$ cat src/rtl/func_decoder_q.sv
// Queued one-hot function decoder: codes wait in a FIFO, the head decode sits in a register.
// Optional illegal-code trap (adds port err) is enabled by defining FUNC_DEC_ILLEGAL_TRAP_EN.
module func_decoder_q #(
    parameter int F_W     = 2,
    parameter int DEPTH   = 4,
    parameter int NUM_OPS = 4
) (
    input  logic                     clk,
    input  logic                     rst,
    input  logic [F_W-1:0]           f,
    input  logic                     in_valid,
    output logic                     in_ready,
    output logic [2**F_W-1:0]        y,
    output logic                     out_valid,
    input  logic                     out_ready,
    output logic [$clog2(DEPTH):0]   count
`ifdef FUNC_DEC_ILLEGAL_TRAP_EN
    ,
    output logic                     err
`endif
);

    localparam int YW = 2**F_W;
    localparam int PW = $clog2(DEPTH);
    localparam int CW = PW + 1;
    localparam logic [F_W:0] NUM_OPS_L = (F_W+1)'(NUM_OPS);
`ifdef FUNC_DEC_ILLEGAL_TRAP_EN
    localparam bit TRAP_EN = 1'b1;
`else
    localparam bit TRAP_EN = 1'b0;
`endif

    logic [F_W-1:0] mem_q [DEPTH];
    logic [F_W-1:0] mem_d [DEPTH];
    logic [PW-1:0]  rd_ptr_q, rd_ptr_d, wr_ptr_q, wr_ptr_d, rd_ptr_inc;
    logic [CW-1:0]  count_q, count_d;
    logic [YW-1:0]  y_q, y_d;
    logic           code_legal, push_try, push, pop;

    function automatic logic [YW-1:0] onehot(input logic [F_W-1:0] c);
        onehot = YW'(1) << c;
    endfunction

    assign in_ready   = (count_q != CW'(DEPTH));
    assign out_valid  = (count_q != '0);
    assign y          = y_q;
    assign count      = count_q;

    assign code_legal = !TRAP_EN || ({1'b0, f} < NUM_OPS_L);
    assign push_try   = in_valid && in_ready;
    assign push       = push_try && code_legal;
    assign pop        = out_valid && out_ready;

    always_comb begin
        mem_d      = mem_q;
        rd_ptr_d   = rd_ptr_q;
        wr_ptr_d   = wr_ptr_q;
        rd_ptr_inc = rd_ptr_q + PW'(1);
        y_d        = y_q;

        if (push) begin
            mem_d[wr_ptr_q] = f;
            wr_ptr_d        = wr_ptr_q + PW'(1);
        end
        if (pop) begin
            rd_ptr_d = rd_ptr_inc;
        end
        count_d = count_q + CW'(push) - CW'(pop);

        // y tracks the head: reload only when the head changes (pop, or push into empty)
        if (pop) begin
            if (count_q == CW'(1)) begin
                y_d = push ? onehot(f) : '0;
            end else begin
                y_d = onehot(mem_q[rd_ptr_inc]);
            end
        end else if (push && (count_q == '0)) begin
            y_d = onehot(f);
        end
    end

    always_ff @(posedge clk) begin
        if (rst) begin
            for (int unsigned i = 0; i < DEPTH; i++) begin
                mem_q[i] <= '0;
            end
            rd_ptr_q <= '0;
            wr_ptr_q <= '0;
            count_q  <= '0;
            y_q      <= '0;
        end else begin
            mem_q    <= mem_d;
            rd_ptr_q <= rd_ptr_d;
            wr_ptr_q <= wr_ptr_d;
            count_q  <= count_d;
            y_q      <= y_d;
        end
    end

`ifdef FUNC_DEC_ILLEGAL_TRAP_EN
    logic err_q, err_d;

    assign err_d = push_try && !code_legal;
    assign err   = err_q;

    always_ff @(posedge clk) begin
        if (rst) begin
            err_q <= 1'b0;
        end else begin
            err_q <= err_d;
        end
    end
`endif

endmodule

$ cat config.mk
export PLATFORM = sky130hd
export DESIGN_NAME = func_decoder_q
export DESIGN_NICKNAME = d
export VERILOG_FILES = /design/src/rtl/func_decoder_q.sv
export SDC_FILE = /design/constraint.sdc
export NUM_CORES = 1
export LEC_CHECK = 0
export CAP_MARGIN = 20
export CORE_MARGIN = 8
export CORE_UTILIZATION = 30
export DETAILED_ROUTE_END_ITERATION = 16
export GPL_ROUTABILITY_DRIVEN = 0
export HOLD_SLACK_MARGIN = 0.02
export PLACE_DENSITY = 0.53
export SLEW_MARGIN = 20
export SYNTH_ARGS = -nofsm -noshare
export SYNTH_HDL_FRONTEND = slang
export SYNTH_SLANG_ARGS = --single-unit
$ cat constraint.sdc
create_clock -name clk -period 2.4 [get_ports clk]
set_clock_uncertainty 0.1 [all_clocks]
set_input_delay 0.36 -clock clk [delete_from_list [all_inputs] [get_ports clk]]
set_output_delay 0.36 -clock clk [all_outputs]
set_load 0.05 [all_outputs]
* After elaboration in Yosys (flattened, before gate mapping)
Cells that the tools add are included.
** Storage, ports and cells
- Bits in registers :: 19
- Bits in latches :: 0
- Bits in writable memories :: 0
- Bits in read-only memories :: 0
- Output and inout bits :: 9
- Memories :: 0
** Operators by class
- Add/sub/neg operators :: 4
- Multipliers :: 0
- Div/mod/pow operators :: 0
- $lt $le $gt $ge :: 3
- Equality and inequality tests :: 2
- Shift-type cells :: 2
- Mux-type cells :: 10
- Bitwise operators :: 2
- Reduce and logical (&&, ||, !) cells :: 7
** Operators by type and width (count)
- $mux W4 :: 4
- $bwmux W8 :: 1
- $shl A1 B2 Y4 const A :: 2
- $ge A3 B3 Y1 const B :: 2
- $mux W2 :: 3
- $not A2 Y3 :: 2
- $add A2 B1 Y2 const B :: 2
- $bmux W2 S2 :: 1
- $demux W2 S2 :: 1
- $logic_and A1 B1 Y1 :: 4
- $add A3 B1 Y3 :: 1
- $eq A3 B1 Y1 const B :: 1
- $logic_not A3 Y1 :: 1
- $lt A3 B1 Y1 const B :: 1
- $ne A3 B3 Y1 const B :: 1
- $reduce_bool A3 Y1 :: 1
- $sub A3 B1 Y3 :: 1
- $reduce_bool A2 Y1 :: 1

* Depth between registers and ports, before layout
- Depth after elaboration :: 8
- Gate-level depth with buffers :: 10
- Depth with buffers taken out :: 8

* Worst setup path before layout
OpenSTA, ideal clock, no wires.
- Path type :: reg2reg
- From :: register count_q[2], in the netlist count[2]
- To :: register count_q[2], in the netlist count[2]
- Setup time :: 128 ps
- Arrival time :: 2483 ps
- Required time :: 2172 ps
- Slack :: -311 ps
- Stages on the path, launching flop included :: 10
- Cells stage by stage :: dfxtp_1 or3b_1 buf_2 nand2_1 xnor2_1 ha_1 fa_1 xnor2_1 xnor2_1 nor2_1
** Between the ends
- Longest elaborated chain between the ends :: 4
** Ends and longest elaborated chain
- start: declaration :: RTL line 36 : logic [CW-1:0] count_q, count_d;
- start signal: assignment :: RTL line 95 : count_q <= count_d;
- $ne A3 B3 Y1 :: RTL line 44 : assign in_ready = (count_q != CW'(DEPTH));
- via in_ready :: RTL line 12 : output logic in_ready,
- $logic_and A1 B1 Y1 :: RTL line 50 : assign push_try = in_valid && in_ready;
- $add A3 B1 Y3 :: RTL line 68 : count_d = count_q + CW'(push) - CW'(pop);
- $sub A3 B1 Y3 :: RTL line 68
The timed path passes the listed nets, and every way through them passes these cells.
A chain may end at the register's enable or synchronous reset.

* Worst setup path after layout
- From :: register count_q[2], in the netlist count[2]
- To :: output out_valid
** Between the ends
- Longest elaborated chain between the ends :: 1
** Ends and longest elaborated chain
- $reduce_bool A3 Y1 :: RTL line 45 : assign out_valid = (count_q != '0);
- end: declaration :: RTL line 14 : output logic out_valid,
Every way passes these cells.

==> results.py <==
metrics = {
    "status": {
        "status": "finished clean",
    },
    "final_layout": {
        "diodes": 0,
        "nets": 128,
        "synthToLayoutAreaGrowth_pct": 21.7,
        "utilization_pct": 38.8,
        "drive_above_1_share_pct": 14.8,
    },
    "sta": {
        "drv_slew": 0,
        "timing.final.ws_setup_ns": 0.150,
        "setup_viol": 0,
        "slew_headroom_pct": 49.5,
        "rsz0062_at_grt": "no",
        "worst_pin_slew_ns": 0.755,
        "min_period_ns": 2.25,
        "finalHoldViolCount": 0,
        "clock.fmax_mhz": 444,
        "hold_ws_ns": 0.401,
        "fin_crit_sh_pct": 93.7,
        "tns_ns": 0,
    },
    "route": {
        "wl_um": 2010,
        "drtIter0Drc": 65,
        "vias": 726,
        "routed_via_density": 4.57,
        "first_pass_iters": 4,
        "post_drt_wl_per_cell_um": 12.7,
        "detail-route-antenna-nets": 0,
        "drc": 0,
    },
    "hold_path": {
        "hold_class": "flip-flop to flip-flop",
        "hold_end": "wr_ptr_q[1]",
        "hold-path-cell-count": 2,
        "hp-start": "wr_ptr_q[1]",
    },
    "cts": {
        "htreeDepth": 1,
        "cts.path.max_buffers": 2,
        "cts_sinks": 19,
        "cts_buffers": 3,
        "clk_pin_slew_ns": 0.11,
        "cts_root_buffer": "clkbuf_4",
        "insertion_delay_ns": 0.30,
        "cts_tree": "yes",
    },
    "worst_setup_path": {
        "crit_path_start_kind": "flip-flop",
        "worst_setup_path_end_kind": "primary output",
        "crit_type": "flip-flop to primary output",
        "cp_data_arrival_time_ns": 1.79,
        "worstPathRequired_ns": 1.94,
        "crit_chain": "or3_4 > clkdlybuf4s50_1",
        "r2r-start": "count[1]",
        "slowest_stage": "clkdlybuf4s50_1",
        "cp_top_family": "buffers and inverters",
        "crit_fanout": 8,
        "rrSetupSlack_ns": 0.22,
        "worstReg2RegEnd": "count[2]",
        "ff2ff_path_depth": 8,
        "crit_path_max_incr_delay_ns": 0.71,
        "path_buf_inv": 1,
    },
    "yosys": {
        "synth_seq_cells": 19,
        "synth.avg_cell_area_um2": 9.91,
        "async_reset_ff_share_pct": 0,
        "yosysWarnings": 0,
        "yosysSeqAreaShare_pct": 38.8,
        "synth_top_area_share_pct": 38.8,
        "synth_area_um2": 981,
        "synth_top_cell_by_area": "dfxtp_1",
        "synthTopCellsByArea": "dfxtp_1, mux2i_1, nor2_1, ha_1, mux4_2",
        "synth.distinct_cells": 31,
        "synth_edf_count": 0,
        "synth_fp_nets": 111,
        "synthFlopType": "dfxtp_1",
        "syn_inst": 99,
    },
    "flow_run": {
        "drv_cap": 0,
    },
    "placed_design": {
        "port_buffers": 14,
        "hpwlAfterDp_um": 1540,
        "post-place-ws_ns": 0.0529,
    },
    "global_routing": {
        "grt_max_degree": 20,
        "grt_pass1_wl_um": 3600,
        "antenna_found_initial": 0,
        "met3_usage_pct": 2.75,
        "grtUsageTotal_pct": 8.55,
        "top_usage_layer": "met2",
        "grtUsageMet2_pct": 14.2,
        "use_met1_pct": 9.64,
        "grt_pass1_vias": 801,
        "grt.overflow.total": 0,
    },
    "floorplanning": {
        "core_um2": 3080,
        "die_h_um": 73.2,
        "die_area_um2": 5360,
        "io_pins": 15,
        "die_w_um": 73.2,
        "std_cell_rows": 20,
        "initial_core_util_pct": 31.9,
    },
    "pwr": {
        "p_per_area_nw_per_um2": 1080,
        "ir_worst_vdd_mv": 0.316,
        "p_leak_nw": 0.486,
    },
}
-- per-stage QoR --
step           instance area [um^2]  power (mW)  std cells
3_5_place_dp                   1170        1.15        155
6_report                       1190        1.29        159
4_1_cts                        1190        1.31        159
5_1_grt                        1190        1.39        159
2_1_floorplan                   995       0.968         99
3_3_place_gp                   1170        1.13        155
-- state kept, by name, summed over array words and instances, names as in the netlist --
signal,cells
count,3
mem_q,8
y,4
wr_ptr_q,2
rd_ptr_q,2
-- worst reg2reg max path: stages, from the launching register on --
cell	delay (ns)
dfxtp_4	0.39
or3b_1	0.42
nand2_2	0.14
xnor2_1	0.08
ha_1	0.19
fa_1	0.38
xnor2_1	0.18
xnor2_1	0.13
nor2_1	0.05
-- synth_stat cells (2+ instances only) --
library cell / number
nand3b_1: 2
dfxtp_1: 19
xnor2_1: 5
nor2b_1: 3
mux4_2: 2
nand2_1: 4
a21oi_1: 2
buf_6: 2
inv_1: 4
ha_1: 5
nor2_1: 18
nand3_1: 7
mux2i_1: 8
-- cells in the final DEF, fill, tap and decap left out, drive strengths merged --
cell | synthesis | layout
dfxtp | 19 | 19
nor2 | 18 | 18
clkdlybuf4s50 | 0 | 13
mux2i | 8 | 8
nand3 | 7 | 7
xnor2 | 5 | 5
ha | 5 | 5
inv | 4 | 4
nand2 | 4 | 4
clkbuf | 1 | 4
nor2b | 3 | 3
buf | 3 | 3
mux4 | 2 | 2
nand3b | 2 | 2
a21oi | 2 | 2
a311oi | 2 | 2
a211oi | 2 | 2
o31a | 1 | 1
or3b | 1 | 1
or3 | 1 | 1
o21a | 1 | 1
mux2 | 1 | 1
o31ai | 1 | 1
o21ai | 1 | 1
a32oi | 1 | 1
nor3 | 1 | 1
xor2 | 1 | 1
fa | 1 | 1
dlygate4sd2 | 0 | 1
-- metal layers --
layer / vias up / wire (um)
li1: 371 / -
met2: 13 / 957
met1: 338 / 888
met3: 4 / 137
met4: 0 / 31
met5: - / 0
-- timing repair --
action                                 CTS  global route
endpoints found under the hold margin    0             0
buffers inserted                         0             0
resized for setup                        1             0
hold buffers                             0             0
setup endpoints to repair                1             0
-- worst max-delay path by stage --
| stage | startpoint | endpoint | slack, ns | cells after the start |
|---|---|---|---|---|
| after floorplan | count[1] | count[2] | 0.0009 | 10 |
| after global placement | out_ready | count[2] | 0.1 | 8 |
| after detailed placement | out_ready | count[2] | 0.05 | 8 |
| after CTS | count[2] | out_valid | 0.13 | 2 |
| after global routing | count[2] | out_valid | 0.09 | 2 |
| final | count[2] | out_valid | 0.15 | 2 |
-- cell type report --
class | count | area [um^2]
clock buffers | 4 | 26.3
fillers | 310 | 1880
inverters | 4 | 15.0
multi-input cells | 71 | 547
flip-flops and latches | 19 | 389
well taps | 44 | 55.1
repair buffers | 17 | 161
-- where the power goes --
group | switching (mW) | total [mW] | leakage (nW) | internal [mW]
Clock | 0.0978 | 0.162 | 0.0150 | 0.0647
Sequential | 0.0746 | 0.466 | 0.157 | 0.391
Combinational | 0.382 | 0.663 | 0.314 | 0.281
Total | 0.554 | 1.29 | 0.486 | 0.737
-- logic make-up after synthesis --
| kind of cell | Yosys count | share of synthesized area (%) |
|---|---|---|
| XOR/XNOR | 6 | 5.36 |
| AND/OR/NAND/NOR | 37 | 18.0 |
| adder cells (fa/ha/maj) | 6 | 8.42 |
| flip-flops | 19 | 38.8 |
| multiplexers | 11 | 14.3 |
| buffers and inverters | 9 | 5.74 |
| AO/OA/AOI/OAI | 11 | 9.44 |
Power figures use the tool's default switching activity.
